`src/rtl/sdram_para.sv`:
```
// Shared SDRAM scheduler definitions: default burst/frame sizes, FSM encoding
// and address packing used by the request scheduler and its address counters.
package sdram_para;

    localparam logic [9:0]  BURST_LEN_DEF   = 10'd512;
    localparam logic [23:0] FRAME_WORDS_DEF = 24'd786432;
    localparam int          OFFSET_W        = 23;

    typedef enum logic [2:0] {
        IDLE,
        WR_REQ,
        WR_BUSY,
        RD_REQ,
        RD_BUSY
    } sched_state_t;

    typedef enum logic {
        SIDE_WR = 1'b0,
        SIDE_RD = 1'b1
    } side_t;

    // SDRAM address is the ping-pong bank bit on top of the in-frame offset
    function automatic logic [23:0] make_addr(input logic bank, input logic [OFFSET_W-1:0] offset);
        return {bank, offset};
    endfunction

endpackage

```
`src/rtl/sdram_addr_gen.sv`:
```
// Per-side frame offset counter: steps by one burst when a burst completes,
// wraps at the end of the frame and can be zeroed by a pending frame load.
module sdram_addr_gen
    import sdram_para::*;
#(
    parameter logic [9:0]  BURST_LEN   = BURST_LEN_DEF,
    parameter logic [23:0] FRAME_WORDS = FRAME_WORDS_DEF
) (
    input  logic                clk,
    input  logic                rst,
    input  logic                advance,
    input  logic                clear,
    output logic [OFFSET_W-1:0] offset,
    output logic                wrap
);

    logic [23:0] next_sum;

    assign next_sum = {1'b0, offset} + {14'd0, BURST_LEN};
    assign wrap     = advance && (next_sum == FRAME_WORDS);

    // advance only happens in BUSY and clear only in IDLE, so they never collide
    always_ff @(posedge clk) begin
        if (rst) begin
            offset <= '0;
        end else if (advance) begin
            offset <= wrap ? '0 : next_sum[OFFSET_W-1:0];
        end else if (clear) begin
            offset <= '0;
        end
    end

endmodule

```
`src/rtl/sdram_req_sched.sv`:
```
// SDRAM request scheduler: arbitrates write-FIFO drain and read-FIFO refill
// bursts and manages the ping-pong frame buffer addresses for both sides.
module sdram_req_sched
    import sdram_para::*;
#(
    parameter logic [9:0]  BURST_LEN   = BURST_LEN_DEF,
    parameter logic [23:0] FRAME_WORDS = FRAME_WORDS_DEF
) (
    input  logic        clk,
    input  logic        rst,
    input  logic        sdram_init_done,
    input  logic [9:0]  wr_fifo_level,
    input  logic [9:0]  rd_fifo_level,
    input  logic        rd_enable,
    input  logic        wr_load,
    input  logic        rd_load,
    output logic        sdram_wr_req,
    output logic        sdram_rd_req,
    input  logic        sdram_wr_ack,
    input  logic        sdram_rd_ack,
    output logic [23:0] sdram_wr_addr,
    output logic [23:0] sdram_rd_addr,
    output logic [9:0]  sdram_wr_burst,
    output logic [9:0]  sdram_rd_burst,
    output logic        wr_bank,
    output logic        rd_bank
);

    sched_state_t        state, state_next;
    side_t               last_served;
    logic                wr_pend, rd_pend;
    logic                rd_bank_next;
    logic                wr_elig, rd_elig;
    logic                wr_adv, rd_adv;
    logic                wr_clear, rd_clear;
    logic                wr_wrap, rd_wrap;
    logic [OFFSET_W-1:0] wr_offset, rd_offset;

    assign wr_elig = (wr_fifo_level >= BURST_LEN);
    assign rd_elig = rd_enable && (rd_fifo_level < BURST_LEN);

    assign sdram_wr_addr  = make_addr(wr_bank, wr_offset);
    assign sdram_rd_addr  = make_addr(rd_bank, rd_offset);
    assign sdram_wr_burst = BURST_LEN;
    assign sdram_rd_burst = BURST_LEN;

    sdram_addr_gen #(
        .BURST_LEN  (BURST_LEN),
        .FRAME_WORDS(FRAME_WORDS)
    ) u_wr_addr (
        .clk    (clk),
        .rst    (rst),
        .advance(wr_adv),
        .clear  (wr_clear),
        .offset (wr_offset),
        .wrap   (wr_wrap)
    );

    sdram_addr_gen #(
        .BURST_LEN  (BURST_LEN),
        .FRAME_WORDS(FRAME_WORDS)
    ) u_rd_addr (
        .clk    (clk),
        .rst    (rst),
        .advance(rd_adv),
        .clear  (rd_clear),
        .offset (rd_offset),
        .wrap   (rd_wrap)
    );

    always_ff @(posedge clk) begin
        if (rst) begin
            state <= IDLE;
        end else begin
            state <= state_next;
        end
    end

    // Pending frame loads are consumed only in IDLE so an active burst keeps its address
    always_comb begin
        state_next = state;
        wr_adv     = 1'b0;
        rd_adv     = 1'b0;
        wr_clear   = 1'b0;
        rd_clear   = 1'b0;
        case (state)
            IDLE: begin
                wr_clear = wr_pend;
                rd_clear = rd_pend;
                if (sdram_init_done) begin
                    if (wr_elig && rd_elig) begin
                        state_next = (last_served == SIDE_RD) ? WR_REQ : RD_REQ;
                    end else if (wr_elig) begin
                        state_next = WR_REQ;
                    end else if (rd_elig) begin
                        state_next = RD_REQ;
                    end
                end
            end
            WR_REQ: begin
                if (sdram_wr_ack) state_next = WR_BUSY;
            end
            WR_BUSY: begin
                if (!sdram_wr_ack) begin
                    wr_adv     = 1'b1;
                    state_next = IDLE;
                end
            end
            RD_REQ: begin
                if (sdram_rd_ack) state_next = RD_BUSY;
            end
            RD_BUSY: begin
                if (!sdram_rd_ack) begin
                    rd_adv     = 1'b1;
                    state_next = IDLE;
                end
            end
            default: state_next = IDLE;
        endcase
    end

    always_ff @(posedge clk) begin
        if (rst) begin
            sdram_wr_req <= 1'b0;
            sdram_rd_req <= 1'b0;
            last_served  <= SIDE_RD;
            wr_pend      <= 1'b0;
            rd_pend      <= 1'b0;
        end else begin
            sdram_wr_req <= (state_next == WR_REQ);
            sdram_rd_req <= (state_next == RD_REQ);
            if (state == IDLE && state_next == WR_REQ) begin
                last_served <= SIDE_WR;
            end else if (state == IDLE && state_next == RD_REQ) begin
                last_served <= SIDE_RD;
            end
            wr_pend <= wr_load | (wr_pend & (state != IDLE));
            rd_pend <= rd_load | (rd_pend & (state != IDLE));
        end
    end

    // A write wrap hands the finished buffer to the reader; the reader only
    // switches at its own wrap so a displayed frame never mixes buffers
    always_ff @(posedge clk) begin
        if (rst) begin
            wr_bank      <= 1'b0;
            rd_bank      <= 1'b1;
            rd_bank_next <= 1'b1;
        end else begin
            if (wr_wrap) begin
                wr_bank      <= ~wr_bank;
                rd_bank_next <= wr_bank;
            end
            if (rd_wrap) begin
                rd_bank <= rd_bank_next;
            end
        end
    end

endmodule

```
`config.mk`:
```
export PLATFORM = sky130hd
export DESIGN_NAME = sdram_req_sched
export DESIGN_NICKNAME = d
export VERILOG_FILES = /design/src/rtl/sdram_para.sv /design/src/rtl/sdram_addr_gen.sv /design/src/rtl/sdram_req_sched.sv
export SDC_FILE = /design/constraint.sdc
export NUM_CORES = 1
export LEC_CHECK = 0
export ABC_AREA = 1
export CORE_ASPECT_RATIO = 0.6
export CORE_MARGIN = 4
export CORE_UTILIZATION = 45
export CTS_CLUSTER_SIZE = 25
export DETAILED_ROUTE_END_ITERATION = 12
export PLACE_DENSITY_LB_ADDON = 0.12
export REMOVE_ABC_BUFFERS = 1
export SYNTH_ARGS = -nofsm -noshare
export SYNTH_HDL_FRONTEND = slang
export SYNTH_SLANG_ARGS = --single-unit
```
`constraint.sdc`:
```
create_clock -name clk -period 1.9 [get_ports clk]
set_clock_uncertainty 0.15 [all_clocks]
set_input_delay 0.57 -clock clk [delete_from_list [all_inputs] [get_ports clk]]
set_output_delay 0.57 -clock clk [all_outputs]
set_load 0.05 [all_outputs]
```
Yosys cells after proc, flatten, opt, wreduce, memory -nomap -nowiden:

Cells that the tools add are included.

* bits in writable memories: 0
* register bits after elaboration: 57
* logic and storage cells: 63
* memories: 0
* output and inout port bits: 72
* memory bits (read-only): 0
* bits of input ports: 28
* bits in latches: 0

* mux-type cells: 24
* add/sub/neg operators: 2
* order comparisons: 2
* bitwise gates (word level): 5
* reductions and logical operators: 11
* shift operators: 0
* equality and inequality tests: 8
* div/mod/pow operators: 0
* multiply operators: 0

Operators with widths (number)
* two-way mux 23 bit: 6
* adder 23 x 10 -> 24 bit, second input constant: 2
* == test 24 x 20 -> 1 bit, second input constant: 2
* two-way mux 3 bit: 8
* one-hot mux 3 bit (5 select lines): 1
* greater-or-equal comparator 10 bit, second input constant: 1
* < comparator 10 bit, second input constant: 1
* == test 3 x 2 -> 1 bit, second input constant: 3
* two-way mux 1 bit: 8
* == test 3 x 1 -> 1 bit, second input constant: 2
* logical AND 1 bit: 6
* nonzero test 2 bit: 3
* == test 3 bit, second input constant: 1
* zero test 3 bit: 1
* nonzero test 3 bit: 1
* AND 1 bit: 2
* two-way mux 2 bit: 1
* OR 1 bit: 2
* inverter 1 bit: 1

Logic depth before layout (Yosys ltp):

* depth in word-level cells: 11
* gate-level depth with buffers: 14
* gate-level depth less buffers: 14

Cells and area by module:

A second synthesis with hierarchy kept.

* cell total of the unflattened synthesis: 423
* area, all modules: 2691.3 um^2

By module, submodules not included
* sdram_addr_gen: area an instance 1011.0 um^2, instances 2, cells each 166, sequential area each 280.3 um^2
* sdram_req_sched: area an instance 669.4 um^2, instances 1, cells each 91, sequential area each 220.2 um^2

Worst setup path after synthesis:

Ideal clock, no wire load.

* path type: reg-to-reg
* from: register u_wr_addr.offset[9]
* to: register wr_bank
* arrival time: 1962 ps
* setup time: 110 ps
* cell stages (with the launch flop): 11
* clock period less this slack: 2222 ps
* buffers on the path: 0
* slack: -322 ps
* data required time: 1640 ps
* path through: dfxtp_1 -> ha_1 -> nand3_2 -> nor2_4 -> nand3_2 -> nand2_1 -> nand3_2 -> nor2_2 -> nand4_1 -> nand2_1 -> nor2_1

* longest elaborated chain between the ends: 3

Ends and longest elaborated chain
* start, declared: line sdram_addr_gen.sv:13 `output logic [OFFSET_W-1:0] offset,`
* start signal, assigned: line sdram_addr_gen.sv:27 `offset <= wrap ? '0 : next_sum[OFFSET_W-1:0];`
* adder 23 x 10 -> 24 bit: line sdram_addr_gen.sv:19 `assign next_sum = {1'b0, offset} + {14'd0, BURST_LEN};`
* == test 24 x 20 -> 1 bit: line sdram_addr_gen.sv:20 `assign wrap = advance && (next_sum == FRAME_WORDS);`
* logical AND 1 bit: line sdram_addr_gen.sv:20
* end signal, assigned: line sdram_req_sched.sv:151 `wr_bank <= ~wr_bank;`
* end, declared: line sdram_req_sched.sv:25 `output logic wr_bank,`

Every way passes these cells.
A chain may end at the register's enable or synchronous reset.

Final worst setup path:

* from: register u_rd_addr.offset[9]
* to: register rd_bank

* longest elaborated chain between the ends: 3

Ends and longest elaborated chain
* start, declared: line sdram_addr_gen.sv:13
* start signal, assigned: line sdram_addr_gen.sv:27
* adder 23 x 10 -> 24 bit: line sdram_addr_gen.sv:19
* == test 24 x 20 -> 1 bit: line sdram_addr_gen.sv:20
* logical AND 1 bit: line sdram_addr_gen.sv:20
* end signal, assigned: line sdram_req_sched.sv:155 `rd_bank <= rd_bank_next;`
* end, declared: line sdram_req_sched.sv:26 `output logic rd_bank`

Every way passes these cells.

==> results.md <==
- Pins Over Slew Limit: 0
- WS Path Type: reg2reg
- DR pass1 iterations: 5
- Met2 Use GR: 0.280
- Initial Utilization: 0.472
- FMAX: 531 MHz
- Post-synth EDFFs: 0
- Final Core Density: 0.677
- Antenna Cells: 0
- Synth area leaders: dfxtp_1, nand2_1, buf_4
- Share of cells above drive strength 1: 0.259
- Worst Setup End Kind: register
- Yosys top cell area share: 0.292
- Register share of total power: 0.476
- Area of the multi-input gates: around 0.0016 mm^2
- Post-synthesis sequential area ratio: 0.292
- CTS buffer count: 5
- Met1 global-route usage: 0.276
- H-tree depth: 2
- Primary FF master, synth: dfxtp_1
- Core area: 0.00568 mm^2
- FF+latch count, synth: 39
- Switching part of the total: 0.339
- Pleak: 1.58 nW
- Internal power: 0.00117 W
- Area leader, netlist: dfxtp_1
- Yosys warns: 0
- Row count: 21
- First-pass GRT wire length: 11000 um
- Critical Path Start Type: register
- NetSw: 0.000600 W
- CTS Root Cell: clkbuf_8
- Detailed-route via count: 2818
- GPL Wtd Cong: 0.884
- Unrepaired setup endpoints after global routing: yes
- Starting DRT DRC Count: 148
- Antenna-violating nets left: 0
- Vias in the first global route: 2401
- Die W: about 110 um
- Asr flop ratio synth: 0
- Post-route minimum period: 1.88 ns
- GRT Util Overall: 0.186
- Final setup viols: 0
- Number of antenna violations at the first check in global routing: 0
- Most Crowded Layer GR: met2
- DP HPWL: 5360 um
- Routed len/inst: 12.4 um
- Max_cap viols: 0
- Skew-Pair Late Insertion Delay: around 0.29 ns
- # nets final: 530
- Average cell area after synthesis: 6.26 um^2
- Cells after Synth: 428
- Status: finished, final reports clean
- VDD IR max: 273 uV
- Die ar.: about 0.0073 mm^2
- I/O Pins: 100
- Final setup TNS: 0 ns
- Most common cell in the netlist: nand2_1
- Reg2reg setup slack: 0.02 ns
- Final worst path period share: 0.990
- PortBufs: 43
- # DRC: 0
- Synth-to-Final Area Change: 43.6%
- Overflow after GRT: 0
- Vias per cell: 4.85
- Final Hold Viols: 0
- M3 GR Usage: 0.0382
- Part of the power in the clock network: 0.317
- Hold/Removal Path Class: reg2reg
- Logic pwr share: 0.207
- Die H: 67.8 um
- Cell Area, Synth: between 0.002 and 0.003 mm^2
- Commonest cells in the synthesized netlist: nand2_1, inv_1, buf_4
- Worst endpoint required time: 1.93 ns
- Total wire length: 7190 um
- Post-synthesis cell type count: 32
- CTS tree: yes
- Clock sink count: 39
- Critical Path Fanout Max: 4
- Clock-pin slew on the worst setup and hold paths: 0.09 ns
- Power per standard cell area: about 460 mW/mm^2
- WP data arrival: 1.92 ns
- CTS max path bufs: 2
- Reg area: 791 um^2
- Filler cells: 490
- Largest net degree at the start of global routing: 20
cell families after synthesis:
group           share of synthesized area
other cells                       0.00280
flops                               0.292
compound gates                     0.0813
xor+xnor                          0.00327
fa+ha+maj                         0.00934
simple gates                        0.423
buf+inv                             0.188
placed cells by master, fill, tap and decap left out, types with 7 or more instances in the layout:
| cell | count |
|---|---|
| a21oi_1 | 32 |
| buf_12 | 36 |
| buf_4 | 29 |
| clkdlybuf4s50_1 | 9 |
| conb_1 | 38 |
| dfxtp_1 | 31 |
| dfxtp_2 | 8 |
| inv_1 | 40 |
| nand2_1 | 132 |
| nand2_2 | 12 |
| nand3_1 | 27 |
| nand4_1 | 8 |
| nor2_1 | 33 |
| nor2_2 | 7 |
path summary, 6_finish.rpt:
check / start / endpoint / cells after the start
max reg2reg: u_rd_addr.offset[9]$_SDFFE_PP0P_ / rd_bank$_SDFFE_PP1P_ / 10
max: u_rd_addr.offset[9]$_SDFFE_PP0P_ / rd_bank$_SDFFE_PP1P_ / 10
min reg2reg: rd_bank_next$_SDFFE_PP1P_ / rd_bank_next$_SDFFE_PP1P_ / 2
min: rd_bank_next$_SDFFE_PP1P_ / rd_bank_next$_SDFFE_PP1P_ / 2
area by class of cell:
class	instances	share of cell area
multi-input cells	331	0.425
repair buffers	77	0.276
flip-flops and latches	39	0.206
inverters	46	0.0449
well taps	80	0.0260
clock buffers	6	0.0189
clock inverters	2	0.00325
flip-flops by register name (all words and copies together), names as in the netlist:
name / count
sdram_wr_req: 1
wr_pend: 1
wr_bank: 1
sdram_rd_req: 1
rd_bank: 1
last_served: 1
rd_bank_next: 1
state: 3
u_rd_addr.offset: 14
u_wr_addr.offset: 14
rd_pend: 1
per-layer routing:
| metal | vias up | part of all wire |
|---|---|---|
| met5 | - | 0 |
| met4 | 0 | 0.0040 |
| met3 | 4 | 0.087 |
| met2 | 113 | 0.42 |
| met1 | 1282 | 0.48 |
| li1 | 1419 | - |
worst max-delay path, cell delays in order, from the launching register on:
cell and delay [ns]:
dfxtp_2 0.34, ha_4 0.23, or2_1 0.22, nor2_1 0.10, nand2_1 0.07, nor2_1 0.10, nand2_1 0.10, nor2_2 0.13
nand3_2 0.12, o21ai_2 0.16, nand3_1 0.07
repair_timing:
action                     in CTS  in global routing
resized for setup               2                 36
setup endpoints to repair       1                  7
hold buffers                    0                  0
pin swaps                       0                 22
gates cloned                    0                  0
buffers inserted                0                  3
through the flow:
stage | setup WS (ns) | total power, W | instances | cell area [um^2] | hold slack, ns
after global routing | -0.0907 | 0.00185 | 581 | 3840 | 0.363
after global placement | -0.133 | 0.00121 | 570 | 3610 | 0.297
after CTS | 0.0288 | 0.00177 | 578 | 3700 | 0.328
after detailed placement | -0.198 | 0.00121 | 570 | 3610 | 0.307
after floorplan | -0.340 | 0.00111 | 416 | 2480 | 0.279
final | 0.0181 | 0.00177 | 581 | 3840 | 0.326
power groups by stage:
stage	clock [W]	combinational, W	sequential (W)
after global routing	0.000615	0.000388	0.000844
after detailed placement	0	0.000355	0.000860
final	0.000561	0.000365	0.000842
after CTS	0.000572	0.000356	0.000841
after global placement	0	0.000351	0.000860
after floorplan	0	0.000238	0.000874
Note: power is estimated with default switching activity, not from simulation.
==> RTL change (same flow settings) <==
The 5 states of `sched_state_t` get a one-hot encoding in 5 bits.
--- a/src/rtl/sdram_para.sv
+++ b/src/rtl/sdram_para.sv
@@ -6,12 +6,12 @@
     localparam logic [23:0] FRAME_WORDS_DEF = 24'd786432;
     localparam int          OFFSET_W        = 23;
 
-    typedef enum logic [2:0] {
-        IDLE,
-        WR_REQ,
-        WR_BUSY,
-        RD_REQ,
-        RD_BUSY
+    typedef enum logic [4:0] {
+        IDLE    = 5'b00001,
+        WR_REQ  = 5'b00010,
+        WR_BUSY = 5'b00100,
+        RD_REQ  = 5'b01000,
+        RD_BUSY = 5'b10000
     } sched_state_t;
 
     typedef enum logic {
Behaviour: same outputs for any inputs over 10 cycles, from zero or initial values and one cycle with rst high; not proved beyond that.
==> RTL change against the original RTL <==
Cell area up 11%; sequential cell count increased by 2; cell count increased by 11%; sequential power is 5.2% higher; via count rose by 12%; sequential share of layout area shrank 0.95 points; power grew 4.4%; die area up 6.4%; setup slack worse by 11 ps; count of clock-buffer cells in the layout fell by 1; area after synthesis up 7.1%; wire length increased by 24%; clock power is 4.8% higher.
==> RTL change: results (changes against the original RTL) <==
.. list-table::
   :header-rows: 1

   * - Metric
     - Value
   * - Outcome
     - complete, no violations (unchanged)
   * - Compound-cell area share of the yosys netlist
     - 8.42% (was 8.13%)
   * - Sequential element share of the synthesized area
     - 28.6% (was 29.2%)
   * - GRT met2 Usage
     - 29.2% (was 28.0%)
   * - Source of the critical timing path
     - u_wr_addr.offset[9] (was u_rd_addr.offset[9])
   * - Global placer's final weighted congestion
     - 0.975 (was 0.884)
   * - DP HPWL
     - 6760 um (was 5360 um)
   * - Setup WS pre-CTS
     - -114 ps (was -198 ps)
   * - Vias in the first global route
     - 2813 (was 2401)
   * - GRT Total Usage
     - 22.0% (was 18.6%)
   * - Layout fillers
     - 517 (was 490)
   * - Via-per-instance ratio
     - 4.89 (was 4.85)
   * - Unique masters post-synth
     - 28 (was 32)
   * - Met2 wirelength from detailed routing
     - 3440 um (was 3050 um)
   * - Final Core Density
     - 69.8% (was 67.7%)
   * - Peak ir drop on the vdd network
     - 0.298 mV (was 0.273 mV)
   * - Wire length of the first global-routing pass
     - 13900 um (was 11000 um)
   * - Leakage power figure
     - 1.78 nW (was 1.58 nW)
   * - Drt initial violations
     - 241 (was 148)
   * - Number of gates given a new drive strength after cts
     - 11 (was 2)
   * - Final cycle utilization of the critical path
     - 99.6% (was 99.0%)
   * - Most frequent cells after synthesis
     - 136 x sky130_fd_sc_hd__nand2_1, 55 x sky130_fd_sc_hd__nor2_1, 50 x sky130_fd_sc_hd__inv_1 (was 139 x sky130_fd_sc_hd__nand2_1, 41 x sky130_fd_sc_hd__inv_1, 40 x sky130_fd_sc_hd__buf_4)
   * - R2R depth
     - 12 (was 10)
   * - Routed wirelength normalized by instance count
     - 13.8 um (was 12.4 um)
   * - Layout cell share with drive strength beyond 1
     - 29.1% (was 25.9%)
   * - Synthesized-area fraction occupied by xor and xnor cells
     - 1.83% (was 0.327%)
RTL change: cell count changes in the layout (fill, tap and decap cells not counted), moves of 7 or more:
cell,before,now
sky130_fd_sc_hd__nand4_1,8,15
sky130_fd_sc_hd__nor2_1,33,42
sky130_fd_sc_hd__inv_1,40,48
sky130_fd_sc_hd__nand3_1,27,44
sky130_fd_sc_hd__buf_4,29,48
RTL change: report_power, final:
| part | total (mW) | leakage [nW] | internal [mW] | switching (mW) |
|---|---|---|---|---|
| logic | 0.372 | 1.40 | 0.0966 | 0.276 |
| registers | 0.886 | 0.339 | 0.874 | 0.0118 |
| clock network | 0.588 | 0.0439 | 0.254 | 0.334 |
RTL change: worst paths after layout:
check                end
min reg2reg  last_served
min          last_served
max reg2reg      wr_bank
max              wr_bank
RTL change: cell type report:
cell class                 instances  share of cell area (%)
multi-input combinational        361                    41.7
tap                               84                    2.45
clock buffer                       5                    1.61
inverter                          50                    4.38
timing repair buffer             101                    29.8
clock inverter                     3                   0.409
sequential                        41                    19.6
